==> src/rtl/door_pkg.sv <==
// door_pkg: shared state/direction types and width helpers for the
// door controller (state_t, dir_t, cnt_w, max_w, is_blink).
package door_pkg;

    typedef enum logic [2:0] {
        ST_START_UP  = 3'd0,
        ST_IS_OPEN   = 3'd1,
        ST_IS_CLOSED = 3'd2,
        ST_STOPPED   = 3'd3,
        ST_DRV_OPEN  = 3'd4,
        ST_DRV_CLOSE = 3'd5,
        ST_PAUSE     = 3'd6,
        ST_FAULT     = 3'd7
    } state_t;

    typedef enum logic {
        DIR_OPEN  = 1'b0,
        DIR_CLOSE = 1'b1
    } dir_t;

    // Bits needed to hold the values 0..max_val (at least 1).
    function automatic int cnt_w(input int max_val);
        return (max_val < 2) ? 1 : $clog2(max_val + 1);
    endfunction

    function automatic int max_w(input int a, input int b);
        return (a > b) ? a : b;
    endfunction

    // States in which the red light blinks instead of being steady.
    function automatic logic is_blink(input state_t s);
        return (s == ST_DRV_OPEN) || (s == ST_DRV_CLOSE) ||
               (s == ST_PAUSE) || (s == ST_FAULT);
    endfunction

endpackage

==> src/rtl/door_blink.sv <==
// door_blink: BLINK_DIV half-period divider for the warning light.
// Ports: clk2m, rst_n, restart (sync, phase restarts high), phase out.
module door_blink
    import door_pkg::*;
#(
    parameter int BLINK_DIV = 500_000
) (
    input  logic clk2m,
    input  logic rst_n,
    input  logic restart,
    output logic phase
);

    localparam int CW = cnt_w(BLINK_DIV - 1);
    localparam logic [CW-1:0] LAST = CW'(BLINK_DIV - 1);

    logic [CW-1:0] cnt_q;
    logic [CW-1:0] cnt_d;
    logic          phase_q;
    logic          phase_d;

    always_comb begin
        cnt_d   = cnt_q + 1'b1;
        phase_d = phase_q;
        if (restart) begin
            cnt_d   = '0;
            phase_d = 1'b1;
        end else if (cnt_q == LAST) begin
            cnt_d   = '0;
            phase_d = ~phase_q;
        end
    end

    always_ff @(posedge clk2m or negedge rst_n) begin
        if (!rst_n) begin
            cnt_q   <= '0;
            phase_q <= 1'b1;
        end else begin
            cnt_q   <= cnt_d;
            phase_q <= phase_d;
        end
    end

    assign phase = phase_q;

endmodule

==> src/rtl/door_ctrl_gen2.sv <==
// door_ctrl_gen2: reversible door motor controller with obstacle
// reversal, direction dead-time, drive timeout/fault latch and blink.
// Ports: clk2m, rst_n, key_up/down/stop, sense_up/down, obstacle in;
// ml (close), mr (open), light_red, light_green, fault out.
// All outputs are a decode of registered state and counters only.
module door_ctrl_gen2
    import door_pkg::*;
#(
    parameter int TIMEOUT_CYC         = 2_000_000,
    parameter int PAUSE_CYC           = 200_000,
    parameter int BLINK_DIV           = 500_000,
    parameter int REVERSE_ON_OBSTACLE = 1
) (
    input  logic clk2m,
    input  logic rst_n,
    input  logic key_up,
    input  logic key_down,
    input  logic key_stop,
    input  logic sense_up,
    input  logic sense_down,
    input  logic obstacle,
    output logic ml,
    output logic mr,
    output logic light_red,
    output logic light_green,
    output logic fault
);

    // One counter serves both the drive timeout and the pause dead-time;
    // it is cleared on every state change so the two never overlap.
    localparam int CW = max_w(cnt_w(TIMEOUT_CYC), cnt_w(PAUSE_CYC));
    localparam logic [CW-1:0] TO_LAST = CW'(TIMEOUT_CYC - 1);
    localparam logic [CW-1:0] PS_LAST = CW'(PAUSE_CYC - 1);
    localparam logic REVERSE = (REVERSE_ON_OBSTACLE != 0);

    state_t        state_q;
    state_t        state_d;
    dir_t          tgt_q;
    dir_t          tgt_d;
    logic [CW-1:0] cnt_q;
    logic [CW-1:0] cnt_d;

    logic conflict;
    logic timeout;
    logic pause_done;
    logic only_up;
    logic only_down;
    logic blink_restart;
    logic blink_ph;

    assign conflict   = sense_up & sense_down;
    // cnt_q holds how many motor-on cycles already elapsed before this one.
    assign timeout    = (cnt_q == TO_LAST);
    assign pause_done = (cnt_q == PS_LAST);
    assign only_up    = key_up & ~key_down;
    assign only_down  = key_down & ~key_up;

    always_comb begin
        state_d = state_q;
        tgt_d   = tgt_q;
        if (conflict && (state_q != ST_FAULT)) begin
            state_d = ST_FAULT;
        end else begin
            unique case (state_q)
                ST_START_UP: begin
                    if (sense_down)    state_d = ST_IS_CLOSED;
                    else if (sense_up) state_d = ST_IS_OPEN;
                    else if (key_up)   state_d = ST_DRV_OPEN;
                    else if (key_down) state_d = ST_DRV_CLOSE;
                end
                ST_IS_CLOSED: begin
                    if (only_up) state_d = ST_DRV_OPEN;
                end
                ST_IS_OPEN: begin
                    if (only_down) state_d = ST_DRV_CLOSE;
                end
                ST_STOPPED: begin
                    if (only_up)        state_d = ST_DRV_OPEN;
                    else if (only_down) state_d = ST_DRV_CLOSE;
                end
                ST_DRV_OPEN: begin
                    if (key_stop)      state_d = ST_STOPPED;
                    else if (sense_up) state_d = ST_IS_OPEN;
                    else if (timeout)  state_d = ST_FAULT;
                    else if (key_down) begin
                        state_d = ST_PAUSE;
                        tgt_d   = DIR_CLOSE;
                    end
                end
                ST_DRV_CLOSE: begin
                    if (key_stop)        state_d = ST_STOPPED;
                    else if (sense_down) state_d = ST_IS_CLOSED;
                    else if (timeout)    state_d = ST_FAULT;
                    else if (obstacle) begin
                        if (REVERSE) begin
                            state_d = ST_PAUSE;
                            tgt_d   = DIR_OPEN;
                        end else begin
                            state_d = ST_STOPPED;
                        end
                    end else if (key_up) begin
                        state_d = ST_PAUSE;
                        tgt_d   = DIR_OPEN;
                    end
                end
                ST_PAUSE: begin
                    if (key_stop) begin
                        state_d = ST_STOPPED;
                    end else if (pause_done) begin
                        state_d = (tgt_q == DIR_OPEN) ? ST_DRV_OPEN
                                                      : ST_DRV_CLOSE;
                    end
                end
                ST_FAULT: begin
                    if (key_stop) state_d = ST_START_UP;
                end
                default: state_d = ST_START_UP;
            endcase
        end
    end

    always_comb begin
        cnt_d = cnt_q;
        if (state_d != state_q) begin
            cnt_d = '0;
        end else if ((state_q == ST_DRV_OPEN) ||
                     (state_q == ST_DRV_CLOSE) ||
                     (state_q == ST_PAUSE)) begin
            cnt_d = cnt_q + 1'b1;
        end
    end

    // Every entry into a blinking state starts with a full "on" half-period.
    assign blink_restart = (state_d != state_q) && is_blink(state_d);

    always_ff @(posedge clk2m or negedge rst_n) begin
        if (!rst_n) begin
            state_q <= ST_START_UP;
            tgt_q   <= DIR_OPEN;
            cnt_q   <= '0;
        end else begin
            state_q <= state_d;
            tgt_q   <= tgt_d;
            cnt_q   <= cnt_d;
        end
    end

    door_blink #(
        .BLINK_DIV (BLINK_DIV)
    ) u_blink (
        .clk2m   (clk2m),
        .rst_n   (rst_n),
        .restart (blink_restart),
        .phase   (blink_ph)
    );

    always_comb begin
        ml          = (state_q == ST_DRV_CLOSE);
        mr          = (state_q == ST_DRV_OPEN);
        light_green = (state_q == ST_IS_OPEN);
        fault       = (state_q == ST_FAULT);
        if (is_blink(state_q)) begin
            light_red = blink_ph;
        end else begin
            light_red = (state_q == ST_IS_CLOSED) ||
                        (state_q == ST_STOPPED);
        end
    end

endmodule

==> config.mk <==
export PLATFORM = sky130hd
export DESIGN_NAME = door_ctrl_gen2
export DESIGN_NICKNAME = d
export VERILOG_FILES = /design/src/rtl/door_pkg.sv /design/src/rtl/door_blink.sv /design/src/rtl/door_ctrl_gen2.sv
export SDC_FILE = /design/constraint.sdc
export NUM_CORES = 1
export LEC_CHECK = 0
export CORE_UTILIZATION = 57
export CTS_BUF_LIST = sky130_fd_sc_hd__clkbuf_16
export DETAILED_ROUTE_END_ITERATION = 6
export PLACE_DENSITY = 0.79
export SLEW_MARGIN = 40
export SYNTH_ARGS = -nofsm -noshare
export SYNTH_HDL_FRONTEND = slang
export SYNTH_SLANG_ARGS = --single-unit
==> constraint.sdc <==
create_clock -name clk2m -period 3.6 [get_ports clk2m]
set_input_delay 1.08 -clock clk2m [delete_from_list [all_inputs] [get_ports clk2m]]
set_output_delay 1.08 -clock clk2m [all_outputs]
set_load 0.01 [all_outputs]
==> results.txt, run 1 <==
For the row count, the log shows 25. The area used by multi-input combinational logic was 1670 um^2. The tools report the total number of clock tree sinks as 45.

Across all setup checks in the final design, the least slack found is 0.430 ns. The tightest hold path in the finished design has a slack of 0.535 ns. The worst setup path is of the input port to register kind. The cell sitting at the root of the clock tree is a clkbuf_16. In this run the most critical hold path is launched from tgt_q.

The total overflow left after global routing is 0. For the number of hold-slack violations in the final timing report, the log shows 0. For this block, the routed nets add up to 6.47 mm of wire. The family with the most delay on the worst path was buffers and inverters. Reg-to-reg critical path startpoint: state_q[0]. Total design power: 2.16 mW.

The library cell used most frequently in the layout, excluding fill and tap cells, is dfrtp_1. The tools report the number of cells produced by synthesis as 315. Final RePlAce weighted congestion: 0.934. The tools report the total of warnings raised by yosys as 0. The number of global-route vias before repair was 2,425. Counting the fill cells in the layout gives 413. Along the worst path, the maximum fanout reaches 8. Type of destination of the critical path: a register.

The mapped netlist covers 2920 um^2. The post-DP HPWL is 4.37 mm, and the post-CTS setup repair buffer count is 0. At the pin with the least slew margin, the transition time is 0.759 ns.

The number of antenna diodes in the final layout is 0. At the later pin of the worst-skew pair, clock insertion delay measures 0.29 ns. Clock-pin slew was measured on the worst setup and hold paths at 0.06 ns. The critical path ends at u_blink.cnt_q[15]. The synthesized area divided by synthesized cell count was 9.27 um^2; the number of synthesized flops with an enable pin was 0. After routing the design area is 3330 um^2. The initial antenna violation count is 0, and the vertical die dimension is 73.6 um.

The clock arrives with 0.00391 ns of skew. The minimum clock period after layout is 3.17 ns. For this block, the via count after detailed routing is 2,480. When the netlist entered floorplanning its net count stood at 325. For this design the top-level I/O count stands at 13. After synthesis, the share of flip-flops with an asynchronous set or reset is 100%.

The synthesized design contains 45 register bits. The total area inside the core boundary comes to 4820 um^2. The tools report the kind of start point of the critical path as an input port.

Data on the critical path is required at its endpoint by 3.78 ns. Detailed-route wire length per cell: 16.0 um. The run gives 316 MHz as the top achievable clock speed. The biggest cell delay along the critical path was 0.53 ns. Final period utilization: 88.0%.

The critical path buffer and inverter count was 3. In this run the critical register-to-register path is captured at u_blink.phase. For this block, the initial DRC count from the detailed router was 241. The depth of the worst register-to-register path was 7; the worst ir drop on vdd was 382 uV. The flow ran to the end, and the final reports show no timing, DRC or antenna violations. The net count of the finished layout is 346. Summed over all cells, the static leakage comes to 1.30 nW. The initial standard-cell utilization of the core was 60.6%. The min-delay analysis places its worst path in the category register to register.

For this run, the leading register cell type out of synthesis is dfrtp_1. The signed area change from the synthesized netlist to the final layout works out to 14.1%. The first detailed-routing pass ran for 4 iterations. Dividing total power by cell area gives a power density of 648 nW/um^2.

In this run the worst setup path begins at key_stop. For this run, the total global-route usage over all layers was measured as 27.3%. The register area is 1130 um^2.

The setup check on the worst reg-to-reg path leaves a slack of 0.92 ns. The cell repeated most along the worst path was buf_4. In the final layout, the share of cells above drive strength 1 is 13.6%.

The count of maximum capacitance violations was 0. Entering global routing, the biggest net connects 46 pins. The worst slew margin relative to its limit was 49.2%. Setup repair after global routing left no endpoint under its margin. The logic depth of the worst setup path including buffers is 9. The critical path goes through clkdlybuf4s50_1 > buf_4 > and3_1 > o21ai_1 > and2_1 > o41ai_4 > a41oi_4 > buf_4 > nor4_1. After detailed routing, the number of remaining DRC violations is 0. Leaving out fill and tap cells, the most frequent cells in the layout are dfrtp_1 (43), nor3_1 (34), xor2_1 (27). The tools report the number of buffers created by CTS as 5.

After synthesis, flip-flops and latches occupy 38.6% of the total area. The tools report the number of pins exceeding their max-slew limit in the final report as 0. The final-report setup violation count is 0, and the antenna violation net count after detailed routing is 0. Measured along the x axis, the die boundary spans 73.6 um. The first global-routing pass estimated 11.3 mm of wire. The clock tree synthesis step divided the H-tree into 2 levels.

After synthesis, the netlist uses 60 different library cells. TritonCTS built the clock tree. Number of buffer cells added on primary ports: 12. The floorplan step defined a die boundary enclosing 5410 um^2. The number of instances resized during post-cts repair was 0; the worst-case clock buffer depth was 2. The run gives 0.147 ns as the setup slack after placement.

Among all stages on the critical path, the largest delay is contributed by clkdlybuf4s50_1. The tools report the endpoint arrival time on the critical path as 3.35 ns. In this run the cell area measured after placement is 3160 um^2.

Buffers inserted to repair hold after CTS numbered 0. The number of vias per cell after detailed routing was 6.14.
## report_power, final
part	internal [mW]	switching (mW)
clock network	0.328	0.199
logic	0.370	0.598
registers	0.547	0.116
## per-stage QoR
stage	instances	setup TNS, ns	util (%)
2_1_floorplan	315	0	-
3_3_place_gp	396	-0.0520	65.4
3_5_place_dp	396	0	65.6
4_1_cts	404	0	69.1
5_1_grt	404	0	69.1
6_report	404	0	69.1
## worst reg2reg max path, stage by stage (launching register included)
cell	delay, ns
dfrtp_1	0.60
buf_4	0.24
nor2b_1	0.24
o21ai_0	0.16
a221o_1	0.40
a211oi_2	0.39
nor3_4	0.20
or3_1	0.38
## synthesized netlist by cell type (3+ instances only)
cell,number,area [um^2]
nor2b_1,6,37.5
nand4_1,16,100
buf_6,4,45.0
inv_1,7,26.3
and4_1,6,52.6
xor2_1,27,236
o211ai_1,3,22.5
nand3_1,16,80.1
nor3_1,34,170
buf_2,10,50.1
xnor2_1,10,87.6
and2_1,3,18.8
nand2b_1,3,18.8
nand2_1,25,93.8
nor4_1,10,62.6
o21ai_0,11,55.1
nor3_2,3,30.0
o21a_1,3,22.5
o21ai_1,3,15.0
a21oi_1,4,20.0
nor2_1,17,63.8
dfrtp_1,44,1100
and3_1,7,43.8
## state kept, by name, indices dropped and copies added (netlist names)
name and count:
u_blink.cnt_q 19, state_q 3, tgt_q 1, u_blink.phase 1, cnt_q 21
## worst min-delay path by stage
stage | endpoint | cells past startpoint | slack, ns
floorplan | tgt_q | 2 | 0.49
global placement | tgt_q | 2 | 0.52
detailed placement | tgt_q | 2 | 0.53
CTS | tgt_q | 2 | 0.54
global route | tgt_q | 2 | 0.56
finish | tgt_q | 2 | 0.54
## routing by layer
| metal | global-route usage [%] | wire, um | up-vias |
|---|---|---|---|
| li1 | - | - | 1210 |
| met1 | 36.6 | 2920 | 1197 |
| met2 | 44.8 | 3200 | 64 |
| met3 | 3.70 | 242 | 9 |
| met4 | 10.7 | 108 | 0 |
| met5 | 0 | 0 | - |
## cell families after synthesis
kind of cell	count (synthesis)	share of synthesized area [%]
mux	2	0.686
buf+inv	24	4.63
fa+ha+maj	2	0.857
xor+xnor	37	11.1
simple gates	158	30.8
flops	45	38.6
compound gates	47	13.3
## layout make-up
cell class                      instances  area share (%)
Timing Repair Buffer                   30            7.59
Multi-Input combinational cell        246            50.0
Inverter                                8           0.977
Tap cell                               67            2.52
Clock buffer                            5            3.76
Sequential cell                        45            33.9
Clock inverter                          3            1.28
(Power assumes the default switching activity.)
==> inputs of run 2 (changes only) <==
--- a/config.mk
+++ b/config.mk
@@ -5,6 +5,8 @@
 export SDC_FILE = /design/constraint.sdc
 export NUM_CORES = 1
 export LEC_CHECK = 0
+export ABC_CLOCK_PERIOD_IN_PS = 3600
+export CORE_MARGIN = 2
 export CORE_UTILIZATION = 57
 export CTS_BUF_LIST = sky130_fd_sc_hd__clkbuf_16
 export DETAILED_ROUTE_END_ITERATION = 6
==> run 2 against run 1 <==
  * Clock power decreased by 2%
  * Power increased by 2.6%
  * Clock-buffer cell count unchanged
  * Setup slack got worse by 0.14 ns
  * Critical path depth increased by 1
  * Register-to-register slack got worse by 0.05 ns
  * Routed wire length decreased by 2.4%
  * Sequential share of layout area decreased by 0.59 points
  * Via count increased by 1.2%
  * Die area increased by 5.5%
  * First-iteration DRC count decreased by 17%
  * Non-clock buffer count increased by 4
  * Critical endpoint is now cnt_q[14]
==> results.txt, run 2 (same netlist as run 1, synthesis figures left out) <==
The flow ran to the end, and the final reports show no timing, DRC or antenna violations. The chip width is 75.6 um (+2.7%), and the number of pins exceeding their max-slew limit in the final report is 0 (unchanged). The run gives 58.3% (-2.3 points) as the initial standard-cell utilization of the core. The source of the worst hold timing path was tgt_q.

The flip-flop count of the largest register, all copies and words added is 21 (unchanged). For the pin count of the biggest net entering global routing, the log shows 46 (unchanged). The worst setup slack for register-to-register paths was 0.87 ns (-0.05 ns).

The number of search-and-repair iterations in the first detailed-routing pass was 4 (unchanged); the final RePlAce weighted congestion was 0.901 (-3.6%). The signed area change from the synthesized netlist to the final layout was 16.0%; the number of global-route vias before repair was 2,341 (-3.5%). The minimum clock period after layout is 3.31 ns (+0.139 ns). The largest registers in the layout are cnt_q x21, u_blink.cnt_q x19, state_q x3. The logs give 47.9% (-1.3 points) for the worst slew margin relative to its limit and 4.28 mm (-2.0%) for the post-DP HPWL. The logs give 0 (unchanged) for the count of maximum capacitance violations and 45 (unchanged) for the total number of clock tree sinks. Kind of start point of the critical path: an input port. The largest fanout on the critical path works out to 21 (+13). For the initial antenna violation count, the log shows 0 (unchanged).

The leading cell type in the layout, fill and taps excluded was dfrtp_1. Setup repair after global routing left no endpoint under its margin. TritonCTS built the clock tree.

The vertical die dimension came out at 75.6 um (+2.7%). The number of placed I/O pins was 13 (unchanged); the remaining global-route overflow was 0 (unchanged). The tools report the endpoint of the worst hold-timing path as tgt_q.

Number of buffer cells added on primary ports: 12 (unchanged). The logs give 67.6% (-1.6 points) for the final design utilization and 6.31 mm (-2.4%) for the total length of routed wires. The endpoint identified for the worst register-to-register timing path is u_blink.cnt_q[13]. The clock slew at the register clock pins of the worst setup and hold paths was 0.06 ns (about the same); the number of instances resized during post-cts repair was 0 (unchanged). The global-route wire length before repair is 10.6 mm (-6.2%). The run gives 0 (unchanged) as the post-CTS setup repair buffer count. Largest register by flop count: cnt_q.

The H-tree depth was 2 (unchanged). The run gives 3390 um^2 (+1.7%) as the area of all placed cells without fillers. The reg-to-reg critical path startpoint is state_q[1]. The antenna violation net count after detailed routing is 0 (unchanged), and the worst-case clock buffer depth is 2 (unchanged).

The logs give 3.51 ns (+0.16 ns) for the endpoint arrival time on the critical path and 0 (unchanged) for the cts-stage hold buffer count. Via count: 2,509 (+1.2%). In the layout the commonest cells are dfrtp_1 (44), nor3_1 (34), xor2_1 (27). The post-detailed-placement cell area was 3220 um^2 (+1.8%). For the top achievable clock speed, the log shows 302 MHz (-4.2%). Among all stages on the critical path, the largest delay is contributed by clkdlybuf4s50_1.

The family with the most delay on the worst path is buffers and inverters. The area of the die was 5710 um^2 (+5.5%). The share of cells above drive strength 1 was 14.1% (+0.43 points); the leakage power figure was 1.33 nW (+2.3%). The logs give 201 (-17%) for the violation count after the first detailed-route iteration and 0 (unchanged) for the antenna cell count. Traced cell by cell, the critical path runs through clkdlybuf4s50_1 > nor4_1 > o21ai_0 > buf_4 > a221o_1 > a211oi_2 > buf_4 > nor2_1 > buf_4 > nor3_1. The tools report the worst clock skew as 0.00589 ns (+0.00198 ns). The final-stage net count was 350 (+1.2%).

The slew at the pin closest to its max-slew limit works out to 0.779 ns (+0.0195 ns). Type of the setup path with the least slack: input port to register. The critical path buffer and inverter count works out to 4 (+1).

The final-report setup violation count came out at 0 (unchanged). The type of destination of the critical path was a register. In this run the worst hold path is classified as register to register. The logs give 0 (unchanged) for the post-detailed-route DRC marker count and 0 (unchanged) for the number of hold-slack violations in the final timing report. The run gives 3.80 ns (+0.02 ns) as the data required time at the worst endpoint.

By instance count, the cell type seen most on the critical path is buf_4. The worst-skew pair later-pin latency was 0.29 ns (about the same). For the worst ir drop on vdd, the log shows 378 uV (-1.0%).

The row count was 26 (+4.0%); the areal power density over the cells was 654 nW/um^2 (+0.93%). The run gives 24.2% (-3.1 points) as the all-layer global routing usage. The library cell used as clock root buffer is clkbuf_16. The count of cells along the worst hold path is 2 (unchanged), and the depth of the worst register-to-register path is 8 (+1). The placeable core region was 5010 um^2 (+4.0%); the number of vias per cell after detailed routing was 6.10 (-0.55%). The biggest cell delay along the critical path is 0.47 ns (-0.06 ns). Number of buffers created by CTS: 5 (unchanged).

Final period utilization: 91.9% (+3.9 points). The detailed-route wire length per cell works out to 15.3 um (-4.1%).
[run 2: worst max-delay path by stage]
stage / to / slack, ns / cells after the start / startpoint
4_1_cts: cnt_q[14] / 0.29 / 10 / key_up
5_1_grt: cnt_q[10] / 0.10 / 10 / key_up
2_1_floorplan: u_blink.cnt_q[16] / 0.85 / 8 / sense_down
6_report: cnt_q[14] / 0.29 / 10 / key_up
3_5_place_dp: cnt_q[1] / 0.02 / 10 / key_up
3_3_place_gp: u_blink.phase / -0.1 / 7 / key_up
[run 2: cell type report]
| type | instances | area, um^2 |
|---|---|---|
| clock buffers | 5 | 125 |
| clock inverters | 3 | 42.5 |
| fillers | 422 | 1620 |
| inverters | 8 | 32.5 |
| multi-input cells | 246 | 1660 |
| flip-flops and latches | 45 | 1130 |
| well taps | 70 | 87.6 |
| repair buffers | 34 | 308 |
[run 2: worst min-delay path, stage by stage, from the launching register on]
cell	delay [ns]
dfrtp_1	0.36
inv_1	0.07
mux2i_1	0.07
[run 2: routing by layer]
layer | vias up | GRT usage, % | share of wire [%]
met5 | - | 0 | 0
met4 | 0 | 8.58 | 1.5
met3 | 11 | 4.76 | 4.6
met2 | 74 | 40.3 | 49
met1 | 1206 | 31.5 | 44
li1 | 1218 | - | -
[run 2: metrics by stage]
stage	setup slack [ns]	hold slack (ns)	TNS, ns	power [mW]	std cells
floorplan	0.854	0.493	0	1.38	315
global placement	-0.0984	0.512	-1.49	1.67	403
detailed placement	0.0183	0.530	0	1.69	403
CTS	0.293	0.546	0	2.22	411
global route	0.101	0.586	0	2.35	411
finish	0.292	0.539	0	2.21	411
[run 2: where the power goes]
part	switching, mW	internal [mW]	total (mW)
sequential	0.113	0.546	0.659
combinational	0.621	0.416	1.04
clock	0.190	0.326	0.516
